`config.mk`:
```
export PLATFORM = sky130hd
export DESIGN_NAME = regfile4_onehot_flat
export DESIGN_NICKNAME = d
export VERILOG_FILES = /design/src/rtl/regfile4_onehot_pkg.sv /design/src/rtl/regfile4_onehot_if.sv /design/src/rtl/regfile4_onehot_onehot_check.sv /design/src/rtl/regfile4_onehot.sv /design/src/flat_wrapper.sv
export SDC_FILE = /design/constraint.sdc
export NUM_CORES = 1
export LEC_CHECK = 0
export ABC_AREA = 0
export BUFFER_PORTS_ARGS = -buffer_cell sky130_fd_sc_hd__buf_4
export CORE_MARGIN = 1.5
export CORE_UTILIZATION = 40
export CTS_CLUSTER_SIZE = 30
export DETAILED_ROUTE_END_ITERATION = 12
export GPL_TIMING_DRIVEN = 1
export PLACE_DENSITY = 0.62
export SLEW_MARGIN = 5
export SYNTH_ARGS = -nofsm -noshare
export SYNTH_HDL_FRONTEND = slang
export SYNTH_SLANG_ARGS = --single-unit
```
`constraint.sdc`:
```
create_clock -name clk -period 1.7 [get_ports clk]
set_input_delay 0.17 -clock clk [delete_from_list [all_inputs] [get_ports clk]]
set_output_delay 0.17 -clock clk [all_outputs]
set_load 0.005 [all_outputs]
```
`src/rtl/regfile4_onehot_pkg.sv`:
```
// regfile_pkg: shared constants, FSM state type and select-legality helper
// for the 4-entry one-hot-selected register file.
package regfile_pkg;

    localparam int unsigned NUM_REGS = 4;
    localparam int unsigned ADDR_W   = 2;

    typedef enum logic {
        IDLE,
        CLEAR
    } state_t;

    // True iff exactly one select bit is set.
    function automatic logic onehot_ok(input logic [0:NUM_REGS-1] sel);
        logic [2:0] cnt;
        cnt = '0;
        for (int unsigned i = 0; i < NUM_REGS; i++) begin
            if (sel[i]) cnt = cnt + 3'd1;
        end
        return (cnt == 3'd1);
    endfunction

endpackage

```
`src/rtl/regfile4_onehot_if.sv`:
```
// regfile4_onehot_if: write handshake, two read ports and clear control
// of the register file. master = requester side, slave = register file.
interface regfile4_onehot_if
    import regfile_pkg::*;
#(
    parameter int unsigned WIDTH = 8
);
    logic                    wr_valid;
    logic [0:NUM_REGS-1]     wr_sel;
    logic [WIDTH-1:0]        wr_data;
    logic                    wr_ready;
    logic [ADDR_W-1:0]       rd_addr_a;
    logic [ADDR_W-1:0]       rd_addr_b;
    logic [WIDTH-1:0]        rd_data_a;
    logic [WIDTH-1:0]        rd_data_b;
    logic                    clr_req;
    logic                    clr_busy;
    logic                    sel_err;

    modport master (
        output wr_valid, wr_sel, wr_data, rd_addr_a, rd_addr_b, clr_req,
        input  wr_ready, rd_data_a, rd_data_b, clr_busy, sel_err
    );

    modport slave (
        input  wr_valid, wr_sel, wr_data, rd_addr_a, rd_addr_b, clr_req,
        output wr_ready, rd_data_a, rd_data_b, clr_busy, sel_err
    );
endinterface

```
`src/rtl/regfile4_onehot_onehot_check.sv`:
```
// onehot_check: combinational legality of the write select plus the sticky
// sel_err flag, which only reset clears.
module onehot_check
    import regfile_pkg::*;
(
    input  logic                clk,
    input  logic                rst_n,
    input  logic                check,
    input  logic [0:NUM_REGS-1] sel,
    output logic                legal,
    output logic                sel_err
);

    assign legal = onehot_ok(sel);

    // Latch any accepted write whose select is not one-hot.
    always_ff @(posedge clk or negedge rst_n) begin
        if (!rst_n) begin
            sel_err <= 1'b0;
        end else if (check && !legal) begin
            sel_err <= 1'b1;
        end
    end

endmodule

```
`src/rtl/regfile4_onehot.sv`:
```
// regfile4_onehot: 4 x WIDTH register file written through a one-hot select,
// two registered read ports and a 4-cycle sequenced clear.
// Optional macro REGFILE4_BYPASS_EN: forward same-cycle legal write data to
// a read port addressing the written register.
module regfile4_onehot
    import regfile_pkg::*;
#(
    parameter int unsigned      WIDTH     = 8,
    parameter logic [WIDTH-1:0] CLR_VALUE = '0
)(
    input logic               clk,
    input logic               rst_n,
    regfile4_onehot_if.slave  bus
);

    state_t              state, state_nxt;
    logic [ADDR_W-1:0]   clr_cnt, clr_cnt_nxt;
    logic                wr_ready, clr_busy;
    logic                wr_accept, wr_legal, sel_err;
    logic [0:NUM_REGS-1] wr_en;
    logic [WIDTH-1:0]    regs [NUM_REGS];
    logic [WIDTH-1:0]    rd_nxt_a, rd_nxt_b;

    assign bus.wr_ready = wr_ready;
    assign bus.clr_busy = clr_busy;
    assign bus.sel_err  = sel_err;

    assign wr_accept = bus.wr_valid & wr_ready;
    assign wr_en     = (wr_accept && wr_legal) ? bus.wr_sel : '0;

    onehot_check u_onehot_check (
        .clk     (clk),
        .rst_n   (rst_n),
        .check   (wr_accept),
        .sel     (bus.wr_sel),
        .legal   (wr_legal),
        .sel_err (sel_err)
    );

    // Clear sequencer state and counter registers.
    always_ff @(posedge clk or negedge rst_n) begin
        if (!rst_n) begin
            state   <= IDLE;
            clr_cnt <= '0;
        end else begin
            state   <= state_nxt;
            clr_cnt <= clr_cnt_nxt;
        end
    end

    // Next-state and handshake outputs; clr_req during CLEAR is ignored.
    always_comb begin
        state_nxt   = state;
        clr_cnt_nxt = clr_cnt;
        wr_ready    = 1'b0;
        clr_busy    = 1'b0;
        case (state)
            IDLE: begin
                wr_ready    = 1'b1;
                clr_cnt_nxt = '0;
                if (bus.clr_req) state_nxt = CLEAR;
            end
            CLEAR: begin
                clr_busy    = 1'b1;
                clr_cnt_nxt = clr_cnt + 1'b1;
                if (clr_cnt == ADDR_W'(NUM_REGS - 1)) state_nxt = IDLE;
            end
            default: state_nxt = IDLE;
        endcase
    end

    // Storage: writes only happen in IDLE, clears only in CLEAR.
    always_ff @(posedge clk or negedge rst_n) begin
        if (!rst_n) begin
            for (int unsigned i = 0; i < NUM_REGS; i++) regs[i] <= CLR_VALUE;
        end else begin
            if (clr_busy) regs[clr_cnt] <= CLR_VALUE;
            for (int unsigned i = 0; i < NUM_REGS; i++) begin
                if (wr_en[i]) regs[i] <= bus.wr_data;
            end
        end
    end

    // Read-port next values, with optional write-through forwarding.
    always_comb begin
        rd_nxt_a = regs[bus.rd_addr_a];
        rd_nxt_b = regs[bus.rd_addr_b];
`ifdef REGFILE4_BYPASS_EN
        if (wr_en[bus.rd_addr_a]) rd_nxt_a = bus.wr_data;
        if (wr_en[bus.rd_addr_b]) rd_nxt_b = bus.wr_data;
`else
`endif
    end

    // Registered read data.
    always_ff @(posedge clk or negedge rst_n) begin
        if (!rst_n) begin
            bus.rd_data_a <= CLR_VALUE;
            bus.rd_data_b <= CLR_VALUE;
        end else begin
            bus.rd_data_a <= rd_nxt_a;
            bus.rd_data_b <= rd_nxt_b;
        end
    end

endmodule
```
`src/flat_wrapper.sv`:
```
// flat-port wrapper written by rule: the top's interface ports become plain ports
module regfile4_onehot_flat import regfile_pkg::*;
#(
    parameter int unsigned      WIDTH     = 8,
    parameter logic [WIDTH-1:0] CLR_VALUE = '0
)
  (clk, rst_n, bus_wr_valid, bus_wr_sel, bus_wr_data, bus_rd_addr_a, bus_rd_addr_b, bus_clr_req, bus_wr_ready, bus_rd_data_a, bus_rd_data_b, bus_clr_busy, bus_sel_err);
  regfile4_onehot_if #(.WIDTH(WIDTH)) bus_i ();
  input logic clk;
  input logic rst_n;
  input wire logic [$bits(bus_i.wr_valid)-1:0] bus_wr_valid;
  input wire logic [$bits(bus_i.wr_sel)-1:0] bus_wr_sel;
  input wire logic [$bits(bus_i.wr_data)-1:0] bus_wr_data;
  input wire logic [$bits(bus_i.rd_addr_a)-1:0] bus_rd_addr_a;
  input wire logic [$bits(bus_i.rd_addr_b)-1:0] bus_rd_addr_b;
  input wire logic [$bits(bus_i.clr_req)-1:0] bus_clr_req;
  output wire logic [$bits(bus_i.wr_ready)-1:0] bus_wr_ready;
  output wire logic [$bits(bus_i.rd_data_a)-1:0] bus_rd_data_a;
  output wire logic [$bits(bus_i.rd_data_b)-1:0] bus_rd_data_b;
  output wire logic [$bits(bus_i.clr_busy)-1:0] bus_clr_busy;
  output wire logic [$bits(bus_i.sel_err)-1:0] bus_sel_err;
  assign bus_i.wr_valid = bus_wr_valid;
  assign bus_i.wr_sel = bus_wr_sel;
  assign bus_i.wr_data = bus_wr_data;
  assign bus_i.rd_addr_a = bus_rd_addr_a;
  assign bus_i.rd_addr_b = bus_rd_addr_b;
  assign bus_i.clr_req = bus_clr_req;
  assign bus_wr_ready = bus_i.wr_ready;
  assign bus_rd_data_a = bus_i.rd_data_a;
  assign bus_rd_data_b = bus_i.rd_data_b;
  assign bus_clr_busy = bus_i.clr_busy;
  assign bus_sel_err = bus_i.sel_err;
  regfile4_onehot #(.WIDTH(WIDTH), .CLR_VALUE(CLR_VALUE)) u_core (.clk(clk), .rst_n(rst_n), .bus(bus_i));
endmodule
```
# Yosys cells after proc, flatten, opt, wreduce, memory -nomap -nowiden

Cells that the tools add are included.

Mux-type cells: 24
Shift-type cells: 0
Reductions and logical operators: 8
Equality and inequality tests: 2
Add/sub/neg operators: 4
Bitwise logic cells: 7
$mul: 0
Divide/modulo/power cells: 0
Magnitude comparators: 4

Operator list:

| cell                  | number |
|---|---|
| $mux W8               | 9 |
| $and A32 B32 Y32      | 1 |
| $bmux W8 S2           | 2 |
| $mux W32              | 1 |
| $not A32 Y32          | 1 |
| $demux W8 S2          | 1 |
| $ge A3 B3 Y1 const B  | 3 |
| $mux W3               | 3 |
| $not A2 Y3            | 3 |
| $reduce_bool A2 Y1    | 4 |
| $add A3 B1 Y3 const B | 2 |
| $mux W1               | 5 |
| $mux W4               | 1 |
| $pmux W2 S2           | 1 |
| $eq A3 B1 Y1 const B  | 1 |
| $logic_and A1 B1 Y1   | 3 |
| $lt A3 B1 Y1 const B  | 1 |
| $add A1 B1 Y2 const B | 1 |
| $add A2 B1 Y2 const B | 1 |
| $eq A2 B2 Y1 const B  | 1 |
| $pmux W1 S2           | 1 |
| $and A1 B1 Y1         | 1 |
| $logic_not A1 Y1      | 1 |
| $not A1 Y1            | 1 |

Logic and storage cells: 58
Flip-flop bits (word level): 52
Memory bits (writable): 0
Memory bits (read-only): 0
Memories: 0
Bits in latches: 0

# Depth between registers and ports, before layout

Word-level depth: 11
Depth in mapped cells: 9

# Modules after synthesis

Synthesis repeated with hierarchy kept, for this count alone.

Cells, all modules: 176
Area, all modules: 2633.8 µm²

By module, submodules not included:

| module          | times used | area an instance (µm²) | cells an instance | seq. area each (µm²) |
|---|---|---|---|---|
| regfile4_onehot | 1          | 2459.9                 | 156               | 1276.2 |
| onehot_check    | 1          | 173.9                  | 20                | 25.0 |

# Worst setup path after synthesis

No wires, ideal clock.

Kind: input port to flip-flop
Start: in bus_wr_sel[2]
End: reg u_core.regs[0] (netlist name)
Buffers on the path: 1
Required time: 1.577 ns
Data arrival time: 2.186 ns
Stages: 9
Slack: -0.610 ns
Cell sequence: inv_1 -> ha_1 -> xor2_1 -> ha_1 -> nand3b_1 -> o311a_4 -> or4_1 -> buf_6 -> mux2i_1

Longest elaborated chain between the ends: 9
Elaborated cells on any way between the ends: 10

Ends and longest elaborated chain:

| item                                          | line                      | source |
|---|---|---|
| start, declared                               | flat_wrapper.sv:12        | `input wire logic [$bits(bus_i.wr_sel)-1:0] bus_wr_sel;` |
| $mux W3 *                                     | regfile4_onehot_pkg.sv:18 | `if (sel[i]) cnt = cnt + 3'd1;` |
| $add A3 B1 Y3                                 | regfile4_onehot_pkg.sv:18 |  |
| $mux W3 *                                     | regfile4_onehot_pkg.sv:18 |  |
| $add A3 B1 Y3                                 | regfile4_onehot_pkg.sv:18 |  |
| $mux W3 *                                     | regfile4_onehot_pkg.sv:18 |  |
| $eq A3 B1 Y1 *                                | regfile4_onehot_pkg.sv:20 | `return (cnt == 3'd1);` |
| $logic_and A1 B1 Y1 *                         | regfile4_onehot.sv:29     | `assign wr_en = (wr_accept && wr_legal) ? bus.wr_sel : '0;` |
| $mux W4 *                                     | regfile4_onehot.sv:29     |  |
| $mux W8 or $reduce_bool A2 Y1 (tied branches) | n/a                       |  |
| end signal, assigned by index                 | regfile4_onehot.sv:79     | `if (wr_en[i]) regs[i] <= bus.wr_data;` |
| end, declared                                 | regfile4_onehot.sv:21     | `logic [WIDTH-1:0] regs [NUM_REGS];` |

Every way passes the cells marked *; elsewhere a longest branch is shown, timed or not.
A chain may end at the register's enable or synchronous reset.

# Worst setup path in the final report

Start: in bus_wr_sel[3]
End: reg u_core.regs[2] (netlist name)

Longest elaborated chain between the ends: 11
Elaborated cells on any way between the ends: 12

Ends and longest elaborated chain:

| item                                          | line |
|---|---|
| $mux W1 *                                     | regfile4_onehot_pkg.sv:18 |
| $add A1 B1 Y2                                 | regfile4_onehot_pkg.sv:18 |
| $mux W3 *                                     | regfile4_onehot_pkg.sv:18 |
| $add A3 B1 Y3                                 | regfile4_onehot_pkg.sv:18 |
| $mux W3 *                                     | regfile4_onehot_pkg.sv:18 |
| $add A3 B1 Y3                                 | regfile4_onehot_pkg.sv:18 |
| $mux W3 *                                     | regfile4_onehot_pkg.sv:18 |
| $eq A3 B1 Y1 *                                | regfile4_onehot_pkg.sv:20 |
| $logic_and A1 B1 Y1 *                         | regfile4_onehot.sv:29 |
| $mux W4 *                                     | regfile4_onehot.sv:29 |
| $mux W8 or $reduce_bool A2 Y1 (tied branches) | n/a |

Marked as above.

==> metrics.cfg <==
[status]
status=finished with violations
failed_checks=setup timing

[cts]
clock_latency_ps=310
cts.sink_count=52
htree_levels=2
root_buffer=clkbuf_8
cts_tree=built
cts_buffer_depth=2
cts_buffers=5
cts.clk_slew.worst_paths_ps=100

[pwr]
pwr_density_cell_mw_per_mm2=1190
leakage_nw=1.51
irDropWorstVdd_mv=0.810

[synth]
synth_cell_types=23
avgSynthCellArea_um2=13.4
ys_ff_latch=52
synth_largest_area_cell=dfrtp_1
yosys-top-cells-area=dfrtp_1 51%, mux4_2 14%, mux2i_1 13%, nand2_1 6.2%, ha_1 3.5%
netlist_area_mm2=0.00254
ys_seq_area_share_pct=51.3
syn-num-nets=216
synth.top_cell.area_share_pct=51.3
synth_cells=189
yosysWarnings=0

[grt]
track_usage_pct=17.2
first_global_vias=1723
grt_pass1_wl_um=8510
antenna_found_initial=0
grt_overflow_total=0
grt_max_degree=53

[place]
dp_hpwl_um=3550
gp_congestion=0.746
place_inst=310
io_buffers=38
place_area_mm2=0.00302

[drt]
drc=0
vias=1645
wl_um=5170
drtIter0Drc=83
dr.pass1.iters=4
final_antenna_net_count=0
routedWlPerCell_um=16.1
avgViaCountPerCell=5.12

[die]
ioPinCount=39
die_w_um=82.6
start_util_pct=42.1
coreArea_mm2=0.00603
fp-row-count=28
fp.dieH_um=82.6
die-area_mm2=0.00683

[hold_path]
hold_class=input port to register
hold_path.startpoint=bus_clr_req
holdPathEnd=u_core.state$_DFF_PN0_
holdPathStages=3

[finish]
multi_input_area_mm2=0.00116
stdcell_count=321
seqCellArea_mm2=0.00130
n_antenna_cell=0
nFillCells=544
drive_above_1_share_pct=35.8
syn_to_final_growth_pct=25.9
design_area_mm2=0.00319
fin_nets=272
fin_util_pct=53.0

[sta]
max-slew-margin-rel_pct=54.4
report.final.hold_viol_count=0
rsz0062_at_grt=true
max_freq_mhz=528
tightestPinTransition_ps=681
setup_viol=33
post-route-period-util_pct=111
setup_ws_ps=-195
fin_worst_skew_ps=8.52
whs_ps=63.6
slew_violations=0
finalSetupTns_ps=-5330
layout_min_cycle_time_ps=1890

[worst_setup_path]
reg2reg_depth=5
criticalPathCategory=input port to register
r2r_end=u_core.regs[2]$_DFFE_PN0P_
reg2reg_slack_ps=110
end_kind=register
crit_required_ps=1900
crit_arrival_ps=2090
crit_fanout=8
r2r-start=u_core.state$_DFF_PN0_
start_kind=input port
crit_start=bus_wr_sel[3]

[flow_run]
max_cap_violations=0

-- area by class of cell --
class | count | area share, %
flip-flops and latches | 52 | 40.8
inverters | 15 | 2.16
multi-input cells | 116 | 36.3
well taps | 75 | 2.94
clock inverters | 3 | 0.862
repair buffers | 55 | 14.9
clock buffers | 5 | 2.16
-- placed cells by master, fill, tap and decap left out, types with 2 or more instances in the layout --
master	instances
inv_8	2
mux2i_1	33
dfrtp_1	52
buf_4	45
mux4_2	16
ha_1	6
nand2_1	42
inv_1	13
clkbuf_8	5
nor4_4	3
xor2_1	2
buf_8	2
buf_6	5
buf_12	2
-- power breakdown --
group          internal [mW]  total (mW)  switching (mW)  leakage (nW)
combinational          0.658        1.23           0.577         0.764
sequential              1.60        1.81           0.213         0.699
clock                  0.303       0.745           0.442        0.0463
total                   2.56        3.79            1.23          1.51
-- synthesized netlist by cell type --
| master | instances |
|---|---|
| and2_1 | 1 |
| o21ai_0 | 1 |
| nor2_1 | 1 |
| inv_1 | 15 |
| xor2_1 | 2 |
| nor3b_2 | 1 |
| nor4_4 | 3 |
| dfrtp_1 | 52 |
| o311a_4 | 1 |
| mux4_2 | 16 |
| mux2i_1 | 33 |
| xnor2_1 | 1 |
| nand2_1 | 42 |
| ha_1 | 7 |
| o31ai_1 | 1 |
| a311oi_4 | 1 |
| nor2b_1 | 1 |
| buf_6 | 2 |
| or4_1 | 1 |
| nand2b_1 | 1 |
| nand3b_1 | 1 |
| clkbuf_1 | 4 |
| nand3_1 | 1 |
-- sequential cells by signal, indices dropped and copies added, names as in the netlist --
| signal | flops |
|---|---|
| u_core.regs | 32 |
| u_core.clr_cnt | 2 |
| u_core.u_onehot_check.sel_err | 1 |
| u_core.bus.rd_data_b | 8 |
| u_core.bus.rd_data_a | 8 |
| u_core.state | 1 |
-- critical path, cell delays in order --
cell	delay (ps)
buf_8	100
inv_6	40
ha_4	190
xor2_1	140
ha_1	310
nand3b_1	180
o311a_4	150
or4_4	630
mux2i_1	160
-- repair_timing --
action                                  in CTS  in global routing
hold buffers                                 1                  0
cloned                                       0                  0
hold endpoints to repair                    52                  0
buffers inserted                             2                  0
endpoints found under the setup margin      32                 33
resized for setup                            9                  0
pin swaps                                    4                  0
-- routing by layer --
| layer | track usage, % | wire, µm | vias up |
|---|---|---|---|
| met4 | 6.00 | 55 | 0 |
| met3 | 3.85 | 273 | 4 |
| met1 | 21.1 | 2160 | 823 |
| met5 | 0 | 0 | - |
| li1 | - | - | 771 |
| met2 | 29.7 | 2680 | 47 |
-- kinds of logic after synthesis --
logic type                 count (synthesis)  synth area share, %
muxes                                     49                 27.2
adders and majority gates                  7                 3.45
DFF                                       52                 51.3
and+or+nand+nor                           53                 10.9
AOI/OAI and AO/OA                          4                 2.37
xor gates and xnor gates                   3                 1.04
buffers and inverters                     21                 3.70
-- worst max-delay path by stage --
stage	slack, ps	endpoint
floorplan	-410	u_core.regs[0]$_DFFE_PN0P_
global placement	-520	u_core.regs[4]$_DFFE_PN0P_
detailed placement	-590	u_core.regs[12]$_DFFE_PN0P_
CTS	-190	u_core.regs[22]$_DFFE_PN0P_
global route	-310	u_core.regs[22]$_DFFE_PN0P_
finish	-190	u_core.regs[2]$_DFFE_PN0P_
-- through the flow --
stage	total power, mW	setup WS, ps
finish	3.79	-195
global route	4.06	-307
CTS	3.83	-190
detailed placement	3.06	-589
global placement	3.01	-524
floorplan	2.50	-412
No activity file was read; power rests on OpenSTA's default activity.
